`config.mk`:
```
export PLATFORM = sky130hd
export DESIGN_NAME = ksa
export DESIGN_NICKNAME = d
export VERILOG_FILES = /design/src/rtl/arc4_pkg.sv /design/src/rtl/ksa.sv
export SDC_FILE = /design/constraint.sdc
export NUM_CORES = 1
export LEC_CHECK = 0
export CAP_MARGIN = 30
export CORE_MARGIN = 10
export CORE_UTILIZATION = 55
export DETAILED_ROUTE_END_ITERATION = 8
export GPL_ROUTABILITY_DRIVEN = 0
export PLACE_DENSITY_LB_ADDON = 0.08
export SKIP_LAST_GASP = 1
export SYNTH_ARGS = -nofsm -noshare
export SYNTH_HDL_FRONTEND = slang
export SYNTH_SLANG_ARGS = --single-unit
```
`constraint.sdc`:
```
create_clock -name clk -period 10.05 [get_ports clk]
set_clock_uncertainty 0.15 [all_clocks]
set_input_delay 2.01 -clock clk [delete_from_list [all_inputs] [get_ports clk]]
set_output_delay 2.01 -clock clk [all_outputs]
set_load 0.05 [all_outputs]
```
`src/rtl/arc4_pkg.sv`:
```
// ---------------------------------------------------------------------------
// arc4_pkg
// Shared ARC4 definitions used by the S-box init, key-schedule (ksa) and
// PRGA stages.
//   SBOX_DEPTH  : number of bytes in the S permutation
//   KEY_BYTES   : key length in bytes
//   ksa_state_t : key-schedule FSM encoding
//   key_byte()  : selects the key byte used at S index i (i mod KEY_BYTES)
// ---------------------------------------------------------------------------
package arc4_pkg;

    localparam int unsigned SBOX_DEPTH = 256;
    localparam int unsigned KEY_BYTES  = 3;

    typedef enum logic [2:0] {
        KSA_IDLE    = 3'd0,
        KSA_READ_I  = 3'd1,
        KSA_READ_J  = 3'd2,
        KSA_WRITE_J = 3'd3,
        KSA_WRITE_I = 3'd4
    } ksa_state_t;

    // Key byte 0 sits in the most significant byte of the key word.
    function automatic logic [7:0] key_byte(input logic [23:0] key, input logic [7:0] idx);
        logic [7:0] sel;
        sel = idx % 8'(KEY_BYTES);
        unique case (sel)
            8'd0:    key_byte = key[23:16];
            8'd1:    key_byte = key[15:8];
            default: key_byte = key[7:0];
        endcase
    endfunction

endpackage

```
`src/rtl/ksa.sv`:
```
// ---------------------------------------------------------------------------
// ksa
// ARC4 key-scheduling algorithm over an external 256-byte S-memory that has
// already been initialised to S[i] = i.
//
//   j = 0; for i = 0..255: j = j + S[i] + key[i mod 3]; swap S[i], S[j]
//
// Each iteration takes four cycles (READ_I, READ_J, WRITE_J, WRITE_I), so a
// full run keeps rdy low for 1024 cycles.
//
// Ports
//   clk     in   1  clock, rising edge
//   rst     in   1  synchronous active-high reset
//   en      in   1  start request, only looked at while rdy = 1
//   rdy     out  1  idle, able to accept en
//   key     in  24  key; key[23:16] is byte 0, key[7:0] is byte 2
//   addr    out  8  S-memory address
//   rddata  in   8  S-memory read data, one cycle after addr (sync read)
//   wrdata  out  8  S-memory write data
//   wren    out  1  S-memory write enable, commits at the end of the cycle
// ---------------------------------------------------------------------------
module ksa
    import arc4_pkg::*;
(
    input  logic        clk,
    input  logic        rst,
    input  logic        en,
    output logic        rdy,
    input  logic [23:0] key,
    output logic [7:0]  addr,
    input  logic [7:0]  rddata,
    output logic [7:0]  wrdata,
    output logic        wren
);

    localparam logic [7:0] LAST_I = 8'(SBOX_DEPTH - 1);

    ksa_state_t  r_state;
    logic [7:0]  r_i;
    logic [7:0]  r_j;
    logic [7:0]  r_si;
    logic [7:0]  r_sj;
    logic [23:0] r_key;

    // New j, formed while S[i] is on rddata during READ_J. 8-bit wrap is
    // the mod-256 of the algorithm.
    logic [7:0]  w_jn;

    assign w_jn = r_j + rddata + key_byte(r_key, r_i);

    // -----------------------------------------------------------------------
    // State and datapath registers
    // -----------------------------------------------------------------------
    always_ff @(posedge clk) begin
        if (rst) begin
            r_state <= KSA_IDLE;
            r_i     <= 8'd0;
            r_j     <= 8'd0;
            r_si    <= 8'd0;
            r_sj    <= 8'd0;
            r_key   <= 24'd0;
        end else begin
            unique case (r_state)
                KSA_IDLE: begin
                    if (en) begin
                        // Key is frozen here; later changes on key are ignored.
                        r_key   <= key;
                        r_i     <= 8'd0;
                        r_j     <= 8'd0;
                        r_state <= KSA_READ_I;
                    end
                end
                KSA_READ_I: begin
                    r_state <= KSA_READ_J;
                end
                KSA_READ_J: begin
                    r_si    <= rddata;
                    r_j     <= w_jn;
                    r_state <= KSA_WRITE_J;
                end
                KSA_WRITE_J: begin
                    r_sj    <= rddata;
                    r_state <= KSA_WRITE_I;
                end
                KSA_WRITE_I: begin
                    if (r_i == LAST_I) begin
                        r_state <= KSA_IDLE;
                    end else begin
                        r_i     <= r_i + 8'd1;
                        r_state <= KSA_READ_I;
                    end
                end
                default: begin
                    r_state <= KSA_IDLE;
                end
            endcase
        end
    end

    // -----------------------------------------------------------------------
    // Memory-port outputs, decoded from the current state.
    // When i == j both writes store the original S[i], leaving S unchanged,
    // so no special case is needed.
    // -----------------------------------------------------------------------
    always_comb begin
        rdy    = 1'b0;
        addr   = 8'd0;
        wrdata = 8'd0;
        wren   = 1'b0;
        unique case (r_state)
            KSA_IDLE: begin
                rdy = 1'b1;
            end
            KSA_READ_I: begin
                addr = r_i;
            end
            KSA_READ_J: begin
                addr = w_jn;
            end
            KSA_WRITE_J: begin
                addr   = r_j;
                wrdata = r_si;
                wren   = 1'b1;
            end
            KSA_WRITE_I: begin
                addr   = r_i;
                wrdata = r_sj;
                wren   = 1'b1;
            end
            default: begin
                rdy = 1'b0;
            end
        endcase
    end

endmodule
```
## After elaboration in Yosys (flattened, before gate mapping)

Index checks and enable logic that the tools add are counted.

| cells by class | value |
|---|---|
| div/mod/pow operators | 1 |
| reduce and logical (&&, ||, !) cells | 9 |
| $add $sub $neg | 3 |
| equal/unequal tests | 8 |
| multiplexer cells | 12 |

Operators by type and width:

| operator | count |
|---|---|
| 8-bit one-hot mux with 2 select lines | 4 |
| 8-bit one-hot mux with 3 select lines | 1 |
| 8-bit adder | 2 |
| 8-bit two-way mux | 2 |
| 3-bit one-hot mux with 5 select lines | 1 |
| 8-bit by 1-bit adder with 8-bit output, second input constant | 1 |
| 8-bit by 1-bit equality test with 1-bit output, second input constant | 1 |
| 8-bit equality test, second input constant | 1 |
| 8-bit zero test | 1 |
| 8-bit by 2-bit remainder unit with 8-bit output, second input constant | 1 |
| 3-bit by 2-bit equality test with 1-bit output, second input constant | 2 |
| 2-bit != test, second input constant | 2 |
| 2-bit AND reduction | 2 |
| 2-bit nonzero test | 2 |
| 2-bit OR reduction | 2 |
| 3-bit by 1-bit equality test with 1-bit output, second input constant | 1 |
| 3-bit equality test, second input constant | 1 |
| 3-bit zero test | 1 |
| 1-bit two-way mux | 3 |
| 3-bit two-way mux | 1 |
| 3-bit AND reduction | 1 |

| storage, ports and cells | value |
|---|---|
| bits of input ports | 35 |
| register bits | 59 |
| word-level logic and storage cells | 39 |

## Logic depth before layout (Yosys ltp)

| logic depth | value |
|---|---|
| word-level depth | 5 |
| mapped depth | 36 |
| gate-level depth less buffers | 31 |

## Worst setup path before layout

Ideal clock, no wire load.

| timing | value |
|---|---|
| kind | register to output |
| from | register r_i[2] |
| to | output addr[7] |
| path buffers | 3 |
| slack | 1.674 ns |
| arrival time | 6.216 ns |
| stages on the path, launching flop included | 35 |
| data required time | 7.890 ns |
| cell sequence | dfxtp_1 -> buf_4 -> or4b_1 -> mux2i_1 -> o22a_1 -> or2_2 -> ha_1 -> buf_1 -> nor2_1 -> nand2_1 -> xnor2_1 -> ha_1 -> nor2b_1 -> nand2_1 -> o31ai_1 -> a32o_1 -> a32o_1 -> nor4_2 -> or2_1 -> buf_6 -> mux2i_1 -> fa_1 -> inv_1 -> ha_1 -> inv_1 -> fa_1 -> nor2b_1 -> o21ai_0 -> a21boi_0 -> o21ai_0 -> a21oi_1 -> o21ai_0 -> nor3_1 -> mux2i_1 -> nand2_1 |

| between the ends | value |
|---|---|
| cells in the longest elaborated chain, start to end | 5 |
| elaborated cells on any way between the ends | 6 |
| classes of those cells | 1 x add/sub; 1 x div; 1 x eq/ne; 2 x mux; 1 x reduce/logical |

Ends and longest elaborated chain:

| what | RTL line | text |
|---|---|---|
| from (decl) | ksa.sv:39 | `logic [7:0] r_i;` |
| from (signal assigned) | ksa.sv:89 | `r_i <= r_i + 8'd1;` |
| 8-bit by 2-bit remainder unit with 8-bit output * | arc4_pkg.sv:26 | `sel = idx % 8'(KEY_BYTES);` |
| 8-bit by 1-bit equality test with 1-bit output / 8-bit zero test (equally long branches) | arc4_pkg.sv:27 | `unique case (sel)` |
| 8-bit one-hot mux with 2 select lines * | arc4_pkg.sv:27 |  |
| 8-bit adder * | ksa.sv:49 | `assign w_jn = r_j + rddata + key_byte(r_key, r_i);` |
| 8-bit one-hot mux with 3 select lines * | ksa.sv:110 | `unique case (r_state)` |
| to (decl) | ksa.sv:30 | `output logic [7:0] addr,` |

Mark *: on every way between the ends. The rest lies on a longest branch, timed or not.

## Worst setup path in the final report

| timing | value |
|---|---|
| from | register r_i[4] |
| to | output addr[7] |

The elaborated chain is that of the path after synthesis.

==> impl_metrics.ini <==
[finish]
syn2layout_area_growth_pct = 19.04
layout-drive-gt1-share = 0.08124
stdcell_count = 594
num-fill-cells = 590
stdcell_area_mm2 = 0.004404
nets = 566
seq_area_mm2 = 0.001185
multiInputGateArea_mm2 = 0.002288
n_antenna_cell = 0

[clock_network]
cts.clk_slew.worst_paths_ns = 0.07
cts_max_path_buffers = 2
clock_latency_ns = 0.35
clkSinkCount = 59
numCtsBuffers = 9
cts_tree = yes
clock-root-buffer = clkbuf_8
htreeDepth = 3
cts_hold_buf = 0

[yosys]
netlist_area_mm2 = 0.003700
synth_top_area_share = 0.3192
yosysSeqAreaShare = 0.3192
ys.flop_type = dfxtp_1
synthCells = 478
ys_ff_latch = 59
syn-mean-instance-area_um2 = 7.740
synth_edf_count = 0
yosys.cell_count.top_type = nand2_1
synth_common_cells = nand2_1, dfxtp_1, a21oi_1, nor2_1, clkbuf_1
yosysWarnings = 0
synth_cell_types = 63
synth.largest_area_cell = dfxtp_1
synth_area_leaders = dfxtp_1, nand2_1, a21oi_1
synthesis.nets = 532
synth-async-reset-ratio = 0

[die]
num_io_pins = 53
die_w_um = 102.0
core_mm2 = 0.006459
die_h_um = 102.0
initial_core_util = 0.5728
dieArea_mm2 = 0.01041
rows = 29

[placement]
post-place-ws_ns = 0.6016
dp_cells = 577
placed_cell_area_mm2 = 0.004172
post-dp-hpwl_mm = 6.798
io_buffers = 52

[global_routing]
grt_util_met2 = 0.3067
grt_busiest_layer = met2
grt_pass1_wl_mm = 15.38
grtUsageMet3 = 0.04386
grt_usage = 0.1821
grt_max_degree = 55
grt_pass1_vias = 3182
antenna_found_initial = 0
overflow = 0
met1_usage = 0.2173

[outcome]
status = complete, no violations

[sta]
relSlewSlack = 0.3519
setup_viol = 0
fin_ws_ns = 0.6511
clock.fmax_ghz = 0.1064
worst_pin_slew_ns = 0.9722
fin_crit_ns = 9.399
finalCritPeriodShare = 0.9352
maxSlewViolCount = 0
hold_viol = 0
tns_ns = 0
rsz0062_at_grt = no

[hold_path]
hp-class = flip-flop to flip-flop

[setup_path]
crit_slowest_cell = or4bb_1
required_ns = 7.89
endpoint_kind = primary output
critPathLaunchType = flip-flop
crit_path_max_incr_delay_ns = 0.54
worstPathMaxFanout = 11
cp.arrival_ns = 7.24
critPathKind = flip-flop to primary output

[route]
avgViaCountPerCell = 5.724
routed_wl_mm = 9.258
drc_errors = 0
drtAntennaViolNets = 0
vias = 3400
drt_first_pass_iters = 5
wl_per_cell_um = 15.59
first_iter_violations = 181

[flow_run]
maxCapViolations = 0

[power_and_ir_drop]
cellPowerDensity_mw_per_mm2 = 144.1
irDropWorstVdd_mv = 0.09239
total_power_w = 0.0006347
p_leak_nw = 1.684
[registers in the layout (all words and copies together), names as in the netlist]
signal	cells
r_state	3
r_sj	8
r_si	8
r_j	8
r_key	24
r_i	8
[routing by layer]
layer	up-vias	part of all wire
met4	0	0.025
met1	1602	0.44
met3	19	0.036
li1	1717	-
met2	62	0.50
met5	-	0
[path summary, 6_finish.rpt]
path                        startpoint              endpoint  slack (ns)  depth (start not counted)
setup / recovery   r_i[4]$_SDFFE_PP0P_               addr[7]        0.65                         32
hold / removal    r_si[5]$_SDFFE_PP0P_  r_si[5]$_SDFFE_PP0P_        0.30                          2
setup reg to reg   r_i[4]$_SDFFE_PP0P_   r_j[7]$_SDFFE_PP0P_        3.26                         31
hold reg to reg   r_si[5]$_SDFFE_PP0P_  r_si[5]$_SDFFE_PP0P_        0.30                          2
[kinds of logic after synthesis]
kind of cell / share of synthesized area
compound gates: 0.2225
fa+ha+maj: 0.08049
buf+inv: 0.06527
flops: 0.3192
xor+xnor: 0.03754
mux: 0.04227
simple gates: 0.2327
[metrics by stage]
step             util  hold WS [ns]
2_1_floorplan       -        0.2829
3_3_place_gp   0.6459        0.2923
3_5_place_dp   0.6459        0.2970
4_1_cts        0.6780        0.3066
5_1_grt        0.6819        0.3233
6_report       0.6819        0.3031
[layout make-up]
cell class / instances / area share
multi-input combinational: 365 / 0.5196
clock inverter: 6 / 0.01818
inverter: 21 / 0.01790
tap: 77 / 0.02188
sequential: 59 / 0.2690
timing repair buffer: 56 / 0.1244
clock buffer: 10 / 0.02898
[repair_timing]
action,4_1_cts,5_1_grt
gates resized for setup,0,5
setup endpoints to repair,0,1
buffers inserted,0,0
[report_power, final]
| part | switching [W] | total [W] | internal [W] |
|---|---|---|---|
| clock network | 0.0000970 | 0.000235 | 0.000138 |
| registers | 0.0000136 | 0.000262 | 0.000248 |
| logic | 0.0000825 | 0.000138 | 0.0000555 |
| total | 0.000193 | 0.000635 | 0.000442 |
[cells in the final DEF (no fill, tap or decap), drive strengths merged, types with 6 or more instances in the layout]
| cell type | netlist | routed |
|---|---|---|
| nand3 | 11 | 11 |
| ha | 11 | 11 |
| a21oi | 56 | 56 |
| xnor2 | 9 | 9 |
| nor2 | 28 | 28 |
| inv | 20 | 20 |
| a22o | 8 | 8 |
| fa | 8 | 8 |
| nand2 | 109 | 109 |
| nor3 | 6 | 6 |
| o21ai | 24 | 24 |
| xor2 | 6 | 6 |
| clkdlybuf4s50 | 0 | 50 |
| a22oi | 6 | 6 |
| mux2i | 10 | 10 |
| clkbuf | 22 | 10 |
| dfxtp | 59 | 59 |
[worst max-delay path, delay by kind of cell, from the launching register on]
family / cells / cell delay, ns
AOI/OAI and AO/OA: 11 / 1.90
xor gates and xnor gates: 1 / 0.07
adders and majority gates: 5 / 1.61
buffers and inverters: 3 / 0.54
DFF: 1 / 0.52
muxes: 1 / 0.24
and+or+nand+nor: 11 / 1.99
Power figures use the tool's default switching activity.
